$ cat src/rtl/dmem_arb_pkg.sv
// Shared types and constants for the Data_Memory arbiter.
package dmem_arb_pkg;

  typedef enum logic [1:0] {
    PORT0,
    PORT1,
    PORT_NONE
  } port_id_e;

  localparam int unsigned MAX_WAIT_DEF = 3;
  localparam int unsigned WAIT_W       = 4;
  localparam int unsigned STAT_W       = 16;

endpackage

$ cat src/rtl/sat_counter.sv
// Saturating up-counter with synchronous reset and clear; clear wins over increment.
module sat_counter #(
  parameter int unsigned      WIDTH = 16,
  parameter logic [WIDTH-1:0] LIMIT = '1
) (
  input  logic             clk,
  input  logic             reset,
  input  logic             inc,
  input  logic             clr,
  output logic [WIDTH-1:0] count
);

  logic [WIDTH-1:0] r_count;

  always_ff @(posedge clk) begin
    if (reset) begin
      r_count <= '0;
    end else if (clr) begin
      r_count <= '0;
    end else if (inc && (r_count != LIMIT)) begin
      r_count <= r_count + 1'b1;
    end
  end

  assign count = r_count;

endmodule

$ cat src/rtl/dmem_arbiter.sv
// Two-port arbiter in front of single-port Data_Memory: port 0 has priority,
// port 1 is forced through after MAX_WAIT denied cycles. Optional DMEM_ARB_STATS_EN adds counters.
module dmem_arbiter
  import dmem_arb_pkg::*;
#(
  parameter int unsigned AW       = 32,
  parameter int unsigned DW       = 32,
  parameter int unsigned MAX_WAIT = MAX_WAIT_DEF
) (
  input  logic          clk,
  input  logic          reset,
  input  logic          p0_req,
  input  logic          p0_we,
  input  logic [AW-1:0] p0_addr,
  input  logic [DW-1:0] p0_wdata,
  output logic          p0_gnt,
  output logic          p0_rvalid,
  output logic [DW-1:0] p0_rdata,
  input  logic          p1_req,
  input  logic          p1_we,
  input  logic [AW-1:0] p1_addr,
  input  logic [DW-1:0] p1_wdata,
  output logic          p1_gnt,
  output logic          p1_rvalid,
  output logic [DW-1:0] p1_rdata,
  output logic [AW-1:0] mem_addr,
  output logic [DW-1:0] mem_wdata,
  output logic          mem_we,
  input  logic [DW-1:0] mem_rdata
`ifdef DMEM_ARB_STATS_EN
  ,
  output logic [STAT_W-1:0] p0_gnt_cnt,
  output logic [STAT_W-1:0] p1_gnt_cnt,
  output logic [STAT_W-1:0] stall_cnt
`endif
);

  port_id_e            w_sel;
  logic [WAIT_W-1:0]   w_wait_cnt;
  logic                w_wait_full;
  logic                r_p0_rvalid;
  logic                r_p1_rvalid;
  logic [DW-1:0]       r_p0_rdata;
  logic [DW-1:0]       r_p1_rdata;

  assign w_wait_full = (w_wait_cnt == WAIT_W'(MAX_WAIT));

  sat_counter #(
    .WIDTH (WAIT_W),
    .LIMIT (WAIT_W'(MAX_WAIT))
  ) u_wait_cnt (
    .clk   (clk),
    .reset (reset),
    .inc   (p1_req && !p1_gnt),
    .clr   (p1_gnt || !p1_req),
    .count (w_wait_cnt)
  );

  always_comb begin
    w_sel = PORT_NONE;
    if (reset) begin
      w_sel = PORT_NONE;
    end else if (p1_req && w_wait_full) begin
      w_sel = PORT1;
    end else if (p0_req) begin
      w_sel = PORT0;
    end else if (p1_req) begin
      w_sel = PORT1;
    end
  end

  assign p0_gnt = (w_sel == PORT0);
  assign p1_gnt = (w_sel == PORT1);

  always_comb begin
    mem_addr  = '0;
    mem_wdata = '0;
    mem_we    = 1'b0;
    unique case (w_sel)
      PORT0: begin
        mem_addr  = p0_addr;
        mem_wdata = p0_wdata;
        mem_we    = p0_we;
      end
      PORT1: begin
        mem_addr  = p1_addr;
        mem_wdata = p1_wdata;
        mem_we    = p1_we;
      end
      default: ;
    endcase
  end

  always_ff @(posedge clk) begin
    if (reset) begin
      r_p0_rvalid <= 1'b0;
      r_p1_rvalid <= 1'b0;
      r_p0_rdata  <= '0;
      r_p1_rdata  <= '0;
    end else begin
      r_p0_rvalid <= p0_gnt && !p0_we;
      r_p1_rvalid <= p1_gnt && !p1_we;
      if (p0_gnt && !p0_we) r_p0_rdata <= mem_rdata;
      if (p1_gnt && !p1_we) r_p1_rdata <= mem_rdata;
    end
  end

  // Masking with reset kills the response of a read granted just before reset.
  assign p0_rvalid = r_p0_rvalid && !reset;
  assign p1_rvalid = r_p1_rvalid && !reset;
  assign p0_rdata  = reset ? '0 : r_p0_rdata;
  assign p1_rdata  = reset ? '0 : r_p1_rdata;

`ifdef DMEM_ARB_STATS_EN
  sat_counter #(.WIDTH(STAT_W)) u_p0_gnt_cnt (
    .clk   (clk),
    .reset (reset),
    .inc   (p0_gnt),
    .clr   (1'b0),
    .count (p0_gnt_cnt)
  );

  sat_counter #(.WIDTH(STAT_W)) u_p1_gnt_cnt (
    .clk   (clk),
    .reset (reset),
    .inc   (p1_gnt),
    .clr   (1'b0),
    .count (p1_gnt_cnt)
  );

  sat_counter #(.WIDTH(STAT_W)) u_stall_cnt (
    .clk   (clk),
    .reset (reset),
    .inc   ((p0_req && !p0_gnt) || (p1_req && !p1_gnt)),
    .clr   (1'b0),
    .count (stall_cnt)
  );
`endif

endmodule

$ cat config.mk
export PLATFORM = sky130hd
export DESIGN_NAME = dmem_arbiter
export DESIGN_NICKNAME = d
export VERILOG_FILES = /design/src/rtl/dmem_arb_pkg.sv /design/src/rtl/sat_counter.sv /design/src/rtl/dmem_arbiter.sv
export SDC_FILE = /design/constraint.sdc
export NUM_CORES = 1
export LEC_CHECK = 0
export CORE_AREA = 2 2 115 117
export DETAILED_ROUTE_END_ITERATION = 12
export DIE_AREA = 0 0 117 119
export DONT_BUFFER_PORTS = 1
export PLACE_DENSITY_LB_ADDON = 0.08
export SYNTH_ARGS = -nofsm -noshare
export SYNTH_HDL_FRONTEND = slang
export SYNTH_SLANG_ARGS = --single-unit
$ cat constraint.sdc
create_clock -name clk -period 2.3 [get_ports clk]
set_input_delay 0.46 -clock clk [delete_from_list [all_inputs] [get_ports clk]]
set_output_delay 0.46 -clock clk [all_outputs]
set_load 0.005 [all_outputs]
Yosys cells after proc, flatten, opt, wreduce, memory -nomap -nowiden
Cells that the tools add are included.
Storage, ports and cells
  register bits: 70
  bits of input ports: 166
  output and inout bits: 133
  word-level logic and storage cells: 33
Cells by class
  add/sub/neg operators: 1
  eq/ne operators: 3
  mux-type cells: 9
  reduce and logical (&&, ||, !) cells: 15
Operators by type and width (number)
  $pmux W32 S2: 2
  $mux W32: 2
  $mux W2: 4
  $logic_and A1 B1 Y1: 7
  $logic_not A1 Y1: 5
  $add A4 B1 Y4 const B: 1
  $eq A4 B2 Y1 const B: 1
  $ne A4 B2 Y1 const B: 1
  $eq A2 B1 Y1 const B: 1
  $logic_not A2 Y1: 1
  $pmux W1 S2: 1
  $reduce_or A2 Y1: 1
  $logic_or A1 B1 Y1: 1

Depth between registers and ports, before layout
  depth after elaboration: 8
  depth in mapped cells: 7
  mapped depth without buffers: 4

Cells and area by module
Synthesis repeated with hierarchy kept, for this count alone.
Second synthesis, totals
  cell total of the unflattened synthesis: 624
  area, all modules: 4814.6 µm²
By module, submodules not included
  dmem_arbiter: times used 1, cells an instance 603, area each 4606.9 µm², seq. area each 1321.3 µm²
  sat_counter: times used 1, cells an instance 21, area each 207.7 µm², seq. area each 80.1 µm²

Worst setup path after synthesis
OpenSTA, ideal clock, no wires.
  kind: register -> output
  start point: register u_wait_cnt.r_count[0] (netlist: u_wait_cnt.count[0])
  end point: output port mem_addr[11]
  arrival time: 1.775 ns
  required time: 1.840 ns
  setup slack: 0.065 ns
  stages on the path, launching flop included: 8
  buffers on the path: 3
  path through: dfxtp_1 -> ha_1 -> or3b_1 -> buf_2 -> clkbuf_1 -> buf_1 -> o2111ai_1 -> a21bo_2
On the way
  word-level cells in the longest chain between the ends: 6
  elaborated cells on any way between the ends: 7
  classes of those cells: eq/ne (2); mux (3); reduce/logical (2)
Ends and longest elaborated chain
  start: declaration: line sat_counter.sv:13  | logic [WIDTH-1:0] r_count;
  start signal: assignment: line sat_counter.sv:21  | r_count <= r_count + 1'b1;
  $eq A4 B2 Y1 *: line dmem_arbiter.sv:46  | assign w_wait_full = (w_wait_cnt == WAIT_W'(MAX_WAIT));
  $logic_and A1 B1 Y1 *: line dmem_arbiter.sv:63  | end else if (p1_req && w_wait_full) begin
  $mux W2 *: line dmem_arbiter.sv:63
  $mux W2 *: line dmem_arbiter.sv:61  | if (reset) begin
  $eq A2 B1 Y1 / $logic_not A2 Y1 (equally long branches): line dmem_arbiter.sv:79  | unique case (w_sel)
  $pmux W32 S2 *: line dmem_arbiter.sv:79
  end: declaration: line dmem_arbiter.sv:26  | output logic [AW-1:0] mem_addr,
Mark *: on every way between the ends. The rest lies on a longest branch, timed or not.

Worst setup path in the final report
  start point: register u_wait_cnt.r_count[0] (netlist: u_wait_cnt.count[0])
  end point: output port mem_addr[6]
Same word-level chain as after synthesis.

==> impl_metrics.ini <==
[global_route]
met2_usage_pct = 33.9
met3_usage_pct = 8.55
grt_usage_pct = 19.2
overflow = 0
use_met1_pct = 18.7
grt_max_degree = 70
grt_pass1_wl_microns = 20100
grt_pass1_vias = 3637
antenna_found_initial = 5
grt_busiest_layer = met2

[clock_tree]
clock_path_buffers = 2
cts_tree = yes
cts.sinks = 70
cts_buffers = 9
cts-root-buf = clkbuf_16
cts-htree-levels = 3
path_clk_slew_ps = 50
clk_latency_ps = 320

[sta]
fmax_mhz = 403
setup_slack_ps = -184
final.min_clock_period_ps = 2480
fin_worst_skew_ps = 4.30
period_share_pct = 108
slew_headroom_pct = 68.7
finalHoldViolCount = 0
setup_viol = 65
tns_ps = -8840
rsz0062_at_grt = true
worst_pin_slew_ps = 469
drv_slew = 0

[synth]
ys_ff_latch = 70
synth_area_sq_mm = 0.00427
avgSynthCellArea_sq_um = 8.51
synth_nets = 668
yosys_warnings = 0
synth_edf_count = 0
synthCells = 501
synthArstFlopShare_pct = 0
ys_types = 25
synthFlopType = dfxtp_1
yosysSeqAreaShare_pct = 32.9

[setup_path]
critPathKind = reg2out
cp_cell_sequence = ha_4, or3b_4, buf_12, buf_16, o2111ai_1, a21bo_2
cp_top_family = compound AO/OA/AOI/OAI gates
critical-path-slowest-cell = or3b_4
critPathCaptureType = output pin
worstPathRequired_ps = 1840
critPathLaunchType = register
worstPathMaxFanout = 16
ff2ff_setup_slack_ps = 70
path_buf_inv = 2
arrival_ps = 2020
slowest_delay_ps = 420

[routing]
dr.pass1.iters = 4
ant_nets = 0
finalWirelength_microns = 14900
drc = 0
wl_per_cell_microns = 22.0
dr.first_iter.drc_count = 185
vias_per_cell = 5.66
vias = 3836

[floorplan]
start_util_pct = 33.1
ioPinCount = 299
dieArea_sq_mm = 0.0139
core-area_sq_mm = 0.0129
die_h_microns = 119
die_w_microns = 117
rows = 42

[power_and_ir_drop]
powerDensity_mw_per_mm2 = 530
ir_worst_vdd_mv = 0.421
p_leak_nw = 2.71

[placed_design]
preCtsSetupSlack_ps = -39.3
gp_congestion = 0.746
dp_hpwl_microns = 9830
dpl_cell_area_sq_mm = 0.00449
io_buffer_count = 0

[finish]
layout-drive-gt1-share_pct = 32.9
layout-area-overhead-vs-synth_pct = 28.7
stdcell_area_sq_mm = 0.00549
layout_commonest_cell = nand2_1
postLayoutCoreUtil_pct = 42.7
fin_nets = 661
mostFrequentLayoutCells = nand2_1 (97), dfxtp_1 (68), a21bo_2 (65), inv_1 (65), mux2i_1 (64)

[run_status]
violations = setup timing
status = finished with violations

[run]
max_cap_viol_count = 0

[min_path]
hold_path_class = in2reg
-- repair_timing --
item                                   in CTS  in global routing
pin swaps                                   1                  2
endpoints found under the hold margin       0                  0
setup buffers                               6                  4
resized for setup                          34                 25
setup endpoints to repair                  66                 73
hold buffers                                0                  0
gates cloned                                7                  4
-- registers in the layout, summed over array words and instances, names as in the netlist --
signal / cells
r_p0_rvalid: 1
r_p1_rvalid: 1
r_p1_rdata: 32
r_p0_rdata: 32
u_wait_cnt.count: 4
-- cells in the mapped netlist, drive strengths merged (2+ instances only) --
master   number  area share (%)
o2111ai      65              13
dfxtp        70              33
mux2i        64              15
nand2b        2            0.29
clkbuf       38             3.3
a21oi         2            0.23
nand2        97             8.5
inv          67             5.9
a21bo        65              15
buf          16             2.2
nor3b         2            0.35
nor2b         3            0.44
-- stage by stage --
stage | power (mW) | cells | hold WS [ps]
after floorplan | 1.57 | 501 | 431
after global placement | 1.63 | 638 | 442
after detailed placement | 1.63 | 638 | 447
after CTS | 2.93 | 666 | 289
after global routing | 3.05 | 676 | 298
final | 2.91 | 678 | 300
-- layer usage --
layer | part of all wire (%) | wire length (microns)
met4 | 4.6 | 694
met2 | 49 | 7320
met1 | 36 | 5370
met3 | 10 | 1530
met5 | 0.087 | 13
-- logic make-up (layout without fill, tap and decap cells) --
group / count (synthesis) / count (layout) / share of synthesized area (%)
AO/OA/AOI/OAI: 135 / 135 / 29.9
XOR/XNOR: 1 / 1 / 0.205
adder cells (fa/ha/maj): 1 / 1 / 0.293
buffers and inverters: 121 / 118 / 11.4
flip-flops: 70 / 70 / 32.9
multiplexers: 64 / 64 / 15.0
other: 0 / 4 / 0
AND/OR/NAND/NOR: 109 / 109 / 10.3
-- power by group --
part	switching [mW]	internal, mW
clock network	0.460	0.781
registers	0.00874	1.25
logic	0.215	0.199
total	0.684	2.23
-- final cells by class --
type | count | area, sq um
inverters | 67 | 254
clock buffers | 14 | 264
repair buffers | 36 | 646
clock inverters | 1 | 5.00
fillers | 1306 | 7380
well taps | 176 | 220
multi-input cells | 310 | 2690
diodes | 4 | 10.0
flip-flops and latches | 70 | 1400
-- final timing paths --
kind | startpoint | end | depth (start not counted)
min reg2reg | r_p1_rdata[4] | r_p1_rdata[4] | 2
min | mem_rdata[16] | r_p1_rdata[16] | 2
max reg2reg | u_wait_cnt.count[0] | r_p1_rdata[1] | 8
max | u_wait_cnt.count[0] | mem_addr[6] | 6
Power figures use the tool's default switching activity.
